===== src/rtl/fifo_umbral.sv =====
`default_nettype none
//============================================================================
// Module   : fifo_umbral
// Purpose  : Synchronous FIFO for one virtual-channel queue with
//            programmable almost-full / almost-empty flags. Words are
//            stored and returned untouched; field layout is opaque here.
// Ports    : clk, reset          - rising-edge clock, sync active-high reset
//            wr_enable, data_in  - push request and write word
//            rd_enable           - pop request
//            full_threshold      - almost-full margin below MEM_SIZE
//            empty_threshold     - almost-empty level
//            data_out, valid_out - registered pop data, valid one cycle later
//            fifo_empty/full     - count == 0 / count == MEM_SIZE
//            almost_full/empty   - threshold flags (combinational from count)
//            error               - dropped-write indicator
// Options  : FIFO_ERROR_STICKY_EN - when defined, error latches until reset;
//            otherwise error is a one-cycle pulse after each dropped write.
// Revision : 1.0 - initial release
//============================================================================
module fifo_umbral #(
    parameter int MEM_SIZE  = 8,
    parameter int WORD_SIZE = 12,
    parameter int PTR       = 3
) (
    input  logic                 clk,
    input  logic                 reset,
    input  logic                 wr_enable,
    input  logic [WORD_SIZE-1:0] data_in,
    input  logic                 rd_enable,
    input  logic [PTR-1:0]       full_threshold,
    input  logic [PTR-1:0]       empty_threshold,
    output logic [WORD_SIZE-1:0] data_out,
    output logic                 valid_out,
    output logic                 fifo_empty,
    output logic                 fifo_full,
    output logic                 almost_full,
    output logic                 almost_empty,
    output logic                 error
);

    localparam logic [PTR:0] c_mem_size = (PTR+1)'(MEM_SIZE);

    logic [WORD_SIZE-1:0] mem [MEM_SIZE];

    logic [PTR-1:0]       wr_ptr_q,   wr_ptr_d;
    logic [PTR-1:0]       rd_ptr_q,   rd_ptr_d;
    logic [PTR:0]         count_q,    count_d;
    logic [WORD_SIZE-1:0] data_out_q, data_out_d;
    logic                 valid_out_q, valid_out_d;
    logic                 error_q,    error_d;

    logic w_rd_accept;
    logic w_wr_accept;
    logic w_overflow;

    // A read only needs data present; a write at full is still legal when a
    // read frees a slot on the same edge. No bypass: at empty the read loses.
    assign w_rd_accept = rd_enable && (count_q != '0);
    assign w_wr_accept = wr_enable && ((count_q < c_mem_size) || w_rd_accept);
    assign w_overflow  = wr_enable && !w_wr_accept;

    always_comb begin
        wr_ptr_d    = wr_ptr_q;
        rd_ptr_d    = rd_ptr_q;
        count_d     = count_q;
        data_out_d  = data_out_q;
        valid_out_d = 1'b0;

        if (w_wr_accept) begin
            wr_ptr_d = wr_ptr_q + 1'b1;
        end
        if (w_rd_accept) begin
            rd_ptr_d    = rd_ptr_q + 1'b1;
            data_out_d  = mem[rd_ptr_q];
            valid_out_d = 1'b1;
        end

        case ({w_wr_accept, w_rd_accept})
            2'b10:   count_d = count_q + 1'b1;
            2'b01:   count_d = count_q - 1'b1;
            default: count_d = count_q;
        endcase

`ifdef FIFO_ERROR_STICKY_EN
        error_d = error_q || w_overflow;
`else
        error_d = w_overflow;
`endif
    end

    always_ff @(posedge clk) begin
        if (reset) begin
            wr_ptr_q    <= '0;
            rd_ptr_q    <= '0;
            count_q     <= '0;
            data_out_q  <= '0;
            valid_out_q <= 1'b0;
            error_q     <= 1'b0;
        end else begin
            wr_ptr_q    <= wr_ptr_d;
            rd_ptr_q    <= rd_ptr_d;
            count_q     <= count_d;
            data_out_q  <= data_out_d;
            valid_out_q <= valid_out_d;
            error_q     <= error_d;
        end
    end

    // Storage is not reset; reset still blocks a concurrent write.
    always_ff @(posedge clk) begin
        if (!reset && w_wr_accept) begin
            mem[wr_ptr_q] <= data_in;
        end
    end

    // Thresholds are zero-extended to count width; full_threshold is at most
    // MEM_SIZE-1 so the subtraction stays non-negative.
    assign fifo_empty   = (count_q == '0);
    assign fifo_full    = (count_q == c_mem_size);
    assign almost_full  = (count_q >= (c_mem_size - {1'b0, full_threshold}));
    assign almost_empty = (count_q <= {1'b0, empty_threshold});

    assign data_out  = data_out_q;
    assign valid_out = valid_out_q;
    assign error     = error_q;

endmodule
`default_nettype wire


===== config.mk =====
export PLATFORM = sky130hd
export DESIGN_NAME = fifo_umbral
export DESIGN_NICKNAME = d
export VERILOG_FILES = /design/src/rtl/fifo_umbral.sv
export SDC_FILE = /design/constraint.sdc
export NUM_CORES = 1
export LEC_CHECK = 0
export CAP_MARGIN = 40
export CORE_ASPECT_RATIO = 1.5
export CORE_MARGIN = 2
export CORE_UTILIZATION = 53
export DETAILED_ROUTE_END_ITERATION = 10
export PLACE_DENSITY = 0.74
export SKIP_CTS_REPAIR_TIMING = 1
export SYNTH_ARGS = -nofsm -noshare
export SYNTH_HDL_FRONTEND = slang
export SYNTH_SLANG_ARGS = --single-unit

===== constraint.sdc =====
create_clock -name clk -period 3.2 [get_ports clk]
set_input_delay 0.48 -clock clk [delete_from_list [all_inputs] [get_ports clk]]
set_output_delay 0.48 -clock clk [all_outputs]
set_load 0.05 [all_outputs]

## Word-level counts from Yosys, hierarchy flattened

Memory sizes are Yosys's and may differ from the RTL's. A register that Yosys moved wholly into a read port is not among the register bits.
Cells that the tools add are included.

| word-level totals | value |
|---|---|
| RAM bits | 96 |
| input port bits | 22 |
| memories kept | 1 |
| word-level logic and storage cells | 31 |
| register bits | 12 |
| output and inout bits | 18 |

Memories:

| name | words | width | rd ports | clocked after memory_dff | write ports | line | source |
|---|---|---|---|---|---|---|---|
| mem | 8 | 12 | 1 | 1 | 1 | 43 | `logic [WORD_SIZE-1:0] mem [MEM_SIZE];` |

| operators by class | value |
|---|---|
| add/subtract/negate cells | 5 |
| reductions and logical operators | 10 |
| multiplexer cells | 4 |
| equality and inequality tests | 3 |
| magnitude comparators | 3 |

Operator list:

| cell | number |
|---|---|
| one-hot mux 4 bit (2 select lines) | 1 |
| adder 3 x 1 -> 3 bit (second input constant) | 2 |
| adder 4 x 1 -> 4 bit (second input constant) | 1 |
| == test 4 bit (second input constant) | 1 |
| greater-or-equal comparator 4 bit | 1 |
| <= comparator 4 x 3 -> 1 bit | 1 |
| logical AND 1 bit | 4 |
| zero test 4 bit | 1 |
| < comparator 4 bit (second input constant) | 1 |
| nonzero test 4 bit | 1 |
| subtractor 4 x 1 -> 4 bit (second input constant) | 1 |
| subtractor 4 x 3 -> 4 bit (first input constant) | 1 |
| 2-to-1 mux 1 bit | 3 |
| == test 2 x 1 -> 1 bit (second input constant) | 1 |
| == test 2 bit (second input constant) | 1 |
| zero test 1 bit | 2 |
| nonzero test 2 bit | 1 |
| logical OR 1 bit | 1 |

## Logic depth before layout (Yosys ltp)

Gate-level depths: netlist of run 1.

| depth | value |
|---|---|
| word-level depth | 7 |
| gate-level depth with buffers | 10 |
| depth with buffers taken out | 9 |

## Worst setup path before layout of run 1

OpenSTA, ideal clock, no wires.

| timing | value |
|---|---|
| path kind | reg-to-output |
| start point | reg count_q[3] |
| end point | out fifo_full |
| data required time | 2.720 ns |
| data arrival time | 2.034 ns |
| stages on the path, launching flop included | 2 |
| buffers on the path | 0 |
| path slack | 0.686 ns |
| path through | dfxtp_1 nor4b_1 |

| between the ends | value |
|---|---|
| cells in the longest elaborated chain, start to end | 1 |

RTL lines:

| item | line | source |
|---|---|---|
| start: declaration | 47 | `logic [PTR:0] count_q, count_d;` |
| start signal: assignment | 102 | `count_q <= count_d;` |
| == test 4 bit | 119 | `assign fifo_full = (count_q == c_mem_size);` |
| end: declaration | 35 | `output logic fifo_full,` |

Every way passes these cells.

## Final worst setup path of run 1

| timing | value |
|---|---|
| start point | in full_threshold[0] |
| end point | out almost_full |

| between the ends | value |
|---|---|
| cells in the longest elaborated chain, start to end | 2 |

RTL lines:

| item | line | source |
|---|---|---|
| start: declaration | 30 | `input logic [PTR-1:0] full_threshold,` |
| subtractor 4 x 3 -> 4 bit | 120 | `assign almost_full = (count_q >= (c_mem_size - {1'b0, full_threshold}));` |
| greater-or-equal comparator 4 bit | 120 |  |
| end: declaration | 36 | `output logic almost_full,` |

Every way passes these cells.

==> results by group, run 1 <==
Clock tree
  • Clock buffer count from CTS: 17
  • Clock latency at the later pin of the worst-skew pair: about 0.41 ns
  • Clock Tree Root: clkbuf_16
  • CTS sink count: 120
  • Clk slew on worst S/H paths: 0.05 ns
  • Bufs on Longest Clock Path: 2
  • CTS tree: yes
  • # H-tree levels: 4

Floorplanning
  • Ports: 40
  • Cell Rows: 42
  • Die H: about 120 um
  • Core Region: 0.00883 mm^2
  • Die Area: 0.00989 mm^2
  • Die width: just over 80 um
  • Initial Utilization: between 50% and 60%

Synthesis
  • Simple-Gate Fraction of Synth Area: 7.79%
  • Largest family of logic cells by synthesized area: multiplexers
  • Number of synthesized register bits: between 100 and 150
  • Mapped cell area: 0.00482 mm^2
  • Fraction of synthesized area in multiplexers: between 10 and 15%
  • Seq/Total Area, Yosys: about 70%
  • Yosys synthesis warning count: 0
  • Cells after synthesis: 281
  • Post-synthesis compound-gate area fraction: 3.25%
  • Net Count, Synth: roughly 320
  • Count of different cell masters after synthesis: 38
  • Adder-Cell Fraction of Synth Area: under 10%
  • Post-Synth XOR/XNOR Area: 1.27%
  • Post-Syn Area per Cell: 17.1 um^2

Timing
  • RSZ-0062 raised after global routing: no
  • Final setup violation count: 0
  • Endpoints failing hold: 0
  • Worst Skew: about 0.0070 ns
  • Fin Setup TNS: 0 ns
  • Fmax achieved: approximately 0.36 GHz
  • Setup WS post-layout: 0.396 ns
  • Final cycle utilization of the critical path: 87.6%
  • Worst Tran Pin Value: 0.589 ns
  • Final Slew Violations: 0
  • Max_slew headroom: between 60% and 70%
  • Final worst path period need: 2.80 ns

Finish
  • Share of layout cells above drive strength 1: 20.9%
  • # diodes: 0
  • Final instance count without filler cells: 460
  • Post-layout nets: 374
  • Area delta synth->final: 23.6%

Drt
  • DR WL/cell: just under 20 um
  • Drt pass-1 iters: 4
  • Vias: 2,617
  • Drt drc: 0
  • Final wirelength: 9040 um
  • 1st-iter DRT viols: 152
  • DR vias/cell: 5.69
  • Routed Antenna Nets: 0

Place
  • Final Wtd Congestion: 0.723
  • Port buffer count: 39
  • Dpl ws: 0.395 ns
  • Post-placement cell count: 429
  • Post-DP HPWL: 5500 um

Min path
  • HP Class: flop to flop

Critical path
  • CP arrival: between 2 and 2.5 ns
  • Nature of the critical path endpoint: output pin
  • Slowest-stage cell, CP: clkdlybuf4s50_1
  • Cell Chain, Critical Path: clkdlybuf4s50_1 -> inv_1 -> ha_1 -> inv_1 -> ha_1 -> a21o_1 -> a21o_1 -> a21o_1 -> buf_4
  • CP Class: input port to output pin
  • WP data required: 2.72 ns
  • Crit path max fanout: 3
  • Crit path top cell by count: a21o_1
  • Setup crit start kind: input port
  • Crit path largest cell delay: ~0.51 ns

Global routing
  • Grt ovf: 0
  • Global-route wire length before repair: 14,200 um
  • Pin count of the biggest net entering global routing: 25
  • Met2 Usage GRT: approximately 34%
  • Initial antenna violation count: 0
  • GRT busiest layer: met2
  • Vias in the first global route: 2,732
  • Grt met3 use: 6.19%
  • GR Util All Layers: 20.6%
  • GR Util met1: approximately 24%

Pwr
  • Peak supply drop: a little under 600 uV
  • Pwr per Cell Area: around 910 mW/mm^2
  • LEAKAGE: 0.00205 uW

Job
  • Max-Cap Viols: 0

Outcome
  • Status: finished clean
cell families (layout without fill, tap and decap cells):
group,Yosys count,count (layout)
flops,120,120
compound gates,25,25
xor+xnor,7,7
fa+ha+maj,14,14
mux,25,25
buf+inv,22,91
simple gates,68,68
stage by stage:
step           hold WS (ns)  cell area (um^2)  total power, uW  util (%)
5_1_grt               0.517              5960             5640      67.5
3_5_place_dp          0.482              5360             3540      60.7
2_1_floorplan         0.498              4820             3110         -
4_1_cts               0.493              5960             5460      67.5
6_report              0.489              5960             5410      67.5
3_3_place_gp          0.479              5360             3500      60.7
per-layer routing:
| metal | up-vias | wire length [um] |
|---|---|---|
| li1 | 1206 | - |
| met1 | 1336 | 3630 |
| met2 | 56 | 4870 |
| met3 | 19 | 362 |
| met4 | 0 | 167 |
| met5 | - | 0 |
power by group:
group	internal, uW	total [uW]	switching, uW
logic	643	1540	897
registers	1820	1950	135
clock network	1290	1910	625
total	3750	5410	1660
path summary, 6_finish.rpt:
check	slack (ns)	endpoint	start	cells after the start
setup / recovery	0.40	almost_full	full_threshold[0]	9
hold / removal	0.49	data_out[7]	data_out[7]	2
setup reg to reg	0.81	count_q[3]	count_q[3]	7
hold reg to reg	0.49	data_out[7]	data_out[7]	2
cells in the final DEF, fill, tap and decap left out, drive strengths merged:
master,n
a21o,3
a21oi,7
and3,1
and3b,1
buf,15
bufinv,4
clkbuf,21
clkdlybuf4s50,37
clkinv,4
clkinvlp,2
dfxtp,24
edfxtp,96
fa,1
ha,13
inv,8
mux2i,1
mux4,24
nand2,6
nand2b,6
nand3,4
nor2,28
nor2b,2
nor3,14
nor3b,1
nor4,1
nor4b,1
o21ai,1
o22ai,12
o31ai,1
o41a,1
or2b,1
or3,1
or4,1
xnor2,1
xor2,6
cell usage after synthesis (all sizes together):
cell type  count  share of area [%]
edfxtp        96                 60
nor2          28                2.2
dfxtp         24                 10
mux4          24                 11
nor3          14                2.0
ha            13                3.4
o22ai         12                1.6
buf           11                1.8
inv            8               0.62
a21oi          7               0.73
nand2          6               0.81
nand2b         6               0.93
xor2           6                1.1
nand3          4               0.42
a21o           3               0.47
clkbuf         3               0.23
nor2b          2               0.26
and3           1               0.13
and3b          1               0.18
fa             1               0.42
mux2i          1               0.21
nor3b          1               0.16
nor4           1               0.13
nor4b          1               0.18
o21ai          1               0.10
o31ai          1               0.16
o41a           1               0.23
or2b           1               0.16
or3            1               0.13
or4            1               0.16
xnor2          1               0.18
layout make-up:
class	instances	area, um^2
fill	610	2870
multi-input combinational	139	1340
clock buffer	21	440
timing repair buffer	52	495
clock inverter	10	153
sequential	120	3360
inverter	8	30.0
tap	110	138
worst max-delay path: cells and delay by family:
kind                     cells  cell delay (ns)
buffers and inverters        4             0.80
adder cells (fa/ha/maj)      2             0.53
AO/OA/AOI/OAI                3             0.51
state kept, by name (all words and copies together) (netlist names):
register,count
rd_ptr_q,3
error,1
mem,96
wr_ptr_q,3
data_out,12
count_q,4
valid_out,1
(Power assumes the default switching activity.)
==> run 2, diff against run 1 <==
- ABC_CLOCK_PERIOD_IN_PS: default -> 3200
- DONT_BUFFER_PORTS: default -> 1
- PLACE_DENSITY: 0.74 -> 0.68
==> results by group, run 2 (synthesis results as in run 1) <==
Critical path
  • Crit path max-delay family: compound AO/OA/AOI/OAI gates
  • Cell Chain, Critical Path: inv_1 -> ha_1 -> nand2b_1 -> a21o_1 -> a21o_1 -> a21o_1
  • Worst path bufs/invs: 1
  • Crit path top cell by count: a21o_1
  • CP Class: flop to output pin
  • Setup crit start kind: flop
  • CP arrival: 2.13 ns
  • Crit path max fanout: 6
  • Crit path largest cell delay: 0.46 ns
  • Slowest-stage cell, CP: dfxtp_1
  • WP data required: about 2.7 ns
  • Nature of the critical path endpoint: output pin

Clock tree
  • Clock latency at the later pin of the worst-skew pair: between 0.4 and 0.5 ns
  • CTS tree: yes
  • CTS sink count: 120
  • Clk slew on worst S/H paths: 0.05 ns
  • Clock Tree Root: clkbuf_16
  • Clock buffer count from CTS: 17
  • Bufs on Longest Clock Path: 2
  • # H-tree levels: 4

Timing
  • Final worst path period need: 2.61 ns
  • Worst Tran Pin Value: 0.645 ns
  • Endpoints failing hold: 0
  • Max_slew headroom: 56.8%
  • RSZ-0062 raised after global routing: no
  • Final setup violation count: 0
  • Worst Skew: 0.00668 ns
  • Final Slew Violations: 0
  • Final cycle utilization of the critical path: 81.7%
  • Fmax achieved: 0.383 GHz
  • Fin Setup TNS: 0 ns

Drt
  • 1st-iter DRT viols: 202
  • Drt drc: 0
  • DR WL/cell: around 21 um
  • Drt pass-1 iters: 6
  • Routed Antenna Nets: 0
  • DR vias/cell: approximately 5.9
  • Vias: 2,494
  • Final wirelength: about 9000 um

Global routing
  • Vias in the first global route: between 2,000 and 3,000
  • Initial antenna violation count: 0
  • Grt ovf: 0
  • Global-route wire length before repair: about 14,000 um
  • Pin count of the biggest net entering global routing: 27
  • GR Util All Layers: between 20% and 30%

Place
  • Port buffer count: 0
  • Post-placement cell count: ~390
  • Final Wtd Congestion: 0.734
  • Post-DP HPWL: 5130 um

Outcome
  • Status: finished clean

Floorplanning
  • Die Area: 0.00989 mm^2
  • Ports: 40
  • Initial Utilization: 54.6%
  • Die H: 121 um
  • Cell Rows: 42
  • Core Region: between 0.008 and 0.009 mm^2
  • Die width: 81.9 um

Job
  • Max-Cap Viols: 0

Pwr
  • Pwr per Cell Area: approximately 950 mW/mm^2
  • LEAKAGE: 0.00193 uW
  • Peak supply drop: 630 uV

Finish
  • Largest register FFs: 96
  • FILL cells: 642
  • Post-layout nets: 336
  • Area delta synth->final: 16.6%
  • Commonest non-fill, non-tap cell in the layout: edfxtp_1
  • # diodes: 0
  • Final instance count without filler cells: 423
  • Register name with the most flops: mem
  • Commonest non-fill, non-tap cells in the layout: edfxtp_1, nor2_1, mux4_2
  • Share of layout cells above drive strength 1: about 25%

Min path
  • HP Class: input port to flop
[run 2: path summary, 6_finish.rpt]
path / from / endpoint / slack, ns / cells past startpoint
worst min-delay path: reset / data_out[3] / 0.14 / 1
worst min register to register: wr_ptr_q[1] / wr_ptr_q[1] / 0.58 / 2
worst max register to register: count_q[3] / count_q[3] / 0.73 / 8
worst max-delay path: count_q[0] / almost_full / 0.59 / 6
[run 2: final cells by class]
class                           instances  area, um^2  area share (%)
Clock buffer                           18         429            7.64
Timing Repair Buffer                   14         105            1.87
Clock inverter                         14         204            3.63
Tap cell                              110         138            2.45
Inverter                                8        30.0           0.534
Sequential cell                       120        3360            59.9
Multi-Input combinational cell        139        1350            24.0
[run 2: per-stage QoR]
step	power (uW)	cell area, um^2	worst slack, ns	utilization, %	hold WS (ns)
final	5310	5620	0.586	63.6	0.135
after global routing	5550	5620	0.517	63.6	0.121
after CTS	5370	5620	0.576	63.6	0.120
after detailed placement	3330	4990	0.795	56.5	0.552
after global placement	3310	4990	0.918	56.5	0.550
after floorplan	3110	4820	0.686	-	0.498
[run 2: routing by layer]
layer,track usage [%],vias up,routed length (um)
met3,6.94,12,569
li1,-,1130,-
met1,23.5,1279,3370
met5,0,-,0
met2,35.2,73,4920
met4,10.5,0,147
[run 2: power breakdown]
group	total [uW]	internal, uW	switching (uW)
combinational	1070	477	595
sequential	2220	1820	395
clock	2020	1370	653
==> run 3, diff against run 2 <==
- ABC_CLOCK_PERIOD_IN_PS: 3200 -> 2400
- PLACE_DENSITY: 0.68 -> 0.71
- clock period: 3.2 -> 2.4 ns (I/O delays scaled with it)
==> results by group, run 3 (synthesis results as in run 1) <==
Timing
  • Endpoints failing hold: 0
  • Fin Setup TNS: 0 ns
  • Final setup violation count: 0
  • Setup WS post-layout: slightly below 0.07 ns
  • Worst Tran Pin Value: 0.579 ns
  • Final Slew Violations: 0
  • Fmax achieved: about 0.43 GHz
  • Final cycle utilization of the critical path: 97.2%
  • Worst Skew: 0.00890 ns
  • Final worst path period need: 2.33 ns
  • Max_slew headroom: 61.4%

Drt
  • Routed Antenna Nets: 0
  • Vias: about 2,500
  • DR vias/cell: 5.83
  • 1st-iter DRT viols: around 200
  • DR WL/cell: 21.3 um
  • Final wirelength: 9100 um
  • Drt pass-1 iters: 4
  • Drt drc: 0

Place
  • Post-placement cell count: 396
  • Final Wtd Congestion: 0.711
  • Dpl ws: 0.207 ns
  • Post-DP HPWL: a little over 5000 um
  • Port buffer count: 0

Finish
  • Share of layout cells above drive strength 1: 26.5%
  • # diodes: 0
  • Post-layout nets: 341
  • Commonest non-fill, non-tap cells in the layout: edfxtp_1, nor2_1, mux4_2
  • Final Util: 63.8%
  • Final instance count without filler cells: 427
  • Register name with the most flops: mem
  • Commonest non-fill, non-tap cell in the layout: edfxtp_1
  • Area delta synth->final: 17.0%
  • Largest register FFs: 96
  • FILL cells: 619

Critical path
  • Setup crit start kind: flop
  • WP data required: 2.04 ns
  • Cell Chain, Critical Path: buf_4 -> inv_2 -> ha_1 -> nand2b_1 -> a21o_1 -> a21o_1 -> a21o_4
  • Crit path largest cell delay: 0.33 ns
  • CP Class: flop to output pin
  • Slowest-stage cell, CP: dfxtp_1
  • Crit path max fanout: 5
  • Nature of the critical path endpoint: output pin
  • CP arrival: approximately 2.0 ns
  • Crit path top cell by count: a21o_1

Pwr
  • Comb pwr share: 23.9%
  • LEAKAGE: 0.00192 uW
  • Part of the power in registers: 41.3%
  • Switch Pwr: 2190 uW
  • Peak supply drop: 882 uV
  • Pint: 4760 uW
  • Clock share of power: 34.8%
  • Switching Fraction: 31.5%
  • Pwr per Cell Area: approximately 1200 mW/mm^2

Clock tree
  • CTS tree: yes
  • CTS sink count: 120
  • Clock Tree Root: clkbuf_16
  • # H-tree levels: 4
  • Clock buffer count from CTS: 17
  • Clk slew on worst S/H paths: 0.05 ns
  • Clock latency at the later pin of the worst-skew pair: between 0.4 and 0.5 ns
  • Bufs on Longest Clock Path: 2

Global routing
  • Initial antenna violation count: 0
  • GR Util met1: 22.2%
  • Vias in the first global route: 2,708
  • GR Util All Layers: 20.8%
  • GRT busiest layer: met2
  • Pin count of the biggest net entering global routing: 27
  • Global-route wire length before repair: ~14,000 um
  • Grt ovf: 0
  • Met2 Usage GRT: about a third
  • Grt met3 use: under 10%

Min path
  • HP Class: input port to flop

Floorplanning
  • Ports: 40
  • Cell Rows: 42
  • Core Region: 0.00883 mm^2
  • Die H: roughly 120 um
  • Die width: 81.9 um
  • Die Area: 0.00989 mm^2
  • Initial Utilization: 54.6%

Outcome
  • Status: finished clean

Job
  • Max-Cap Viols: 0
-- run 3: final timing paths --
kind	start	endpoint	slack [ns]	cells after the start
setup reg to reg	count_q[3]	count_q[3]	0.18	7
setup / recovery	count_q[0]	almost_full	0.07	7
hold / removal	reset	rd_ptr_q[0]	0.02	1
hold reg to reg	wr_ptr_q[1]	wr_ptr_q[1]	0.57	2
-- run 3: layer usage --
metal | wire [um] | vias up
met4 | 129 | 0
met5 | 0 | -
li1 | - | 1139
met3 | 677 | 9
met1 | 3310 | 1236
met2 | 4980 | 104
-- run 3: worst max-delay path: cells and delay by family (launching register included) --
kind | cells | cell delay, ns
AO/OA/AOI/OAI | 3 | 0.62
flip-flops | 1 | 0.33
adder cells (fa/ha/maj) | 1 | 0.26
buffers and inverters | 2 | 0.22
AND/OR/NAND/NOR | 1 | 0.14
-- run 3: layout make-up --
type                            count  area [um^2]  share of cell area, %
Sequential cell                   120         3360                   59.7
Multi-Input combinational cell    139         1390                   24.6
Clock buffer                       17          425                   7.55
Timing Repair Buffer               19          155                   2.75
Clock inverter                     14          139                   2.46
Tap cell                          110          138                   2.44
Inverter                            8         30.0                  0.533
-- run 3: power by group through the flow --
stage | Clock, uW | Combinational, uW | Sequential [uW]
floorplan | 0 | 1290 | 2900
global placement | 0 | 1620 | 2900
detailed placement | 0 | 1650 | 2910
CTS | 2450 | 1680 | 2870
global route | 2530 | 1820 | 2890
finish | 2420 | 1660 | 2870
-- run 3: through the flow --
step | hold WS, ns | total power (uW) | cell area (um^2)
final | 0.0195 | 6950 | 5640
after global placement | 0.428 | 4520 | 5060
after detailed placement | 0.430 | 4560 | 5060
after CTS | 0.00139 | 7000 | 5630
after global routing | 0.00450 | 7240 | 5640
after floorplan | 0.459 | 4190 | 4850
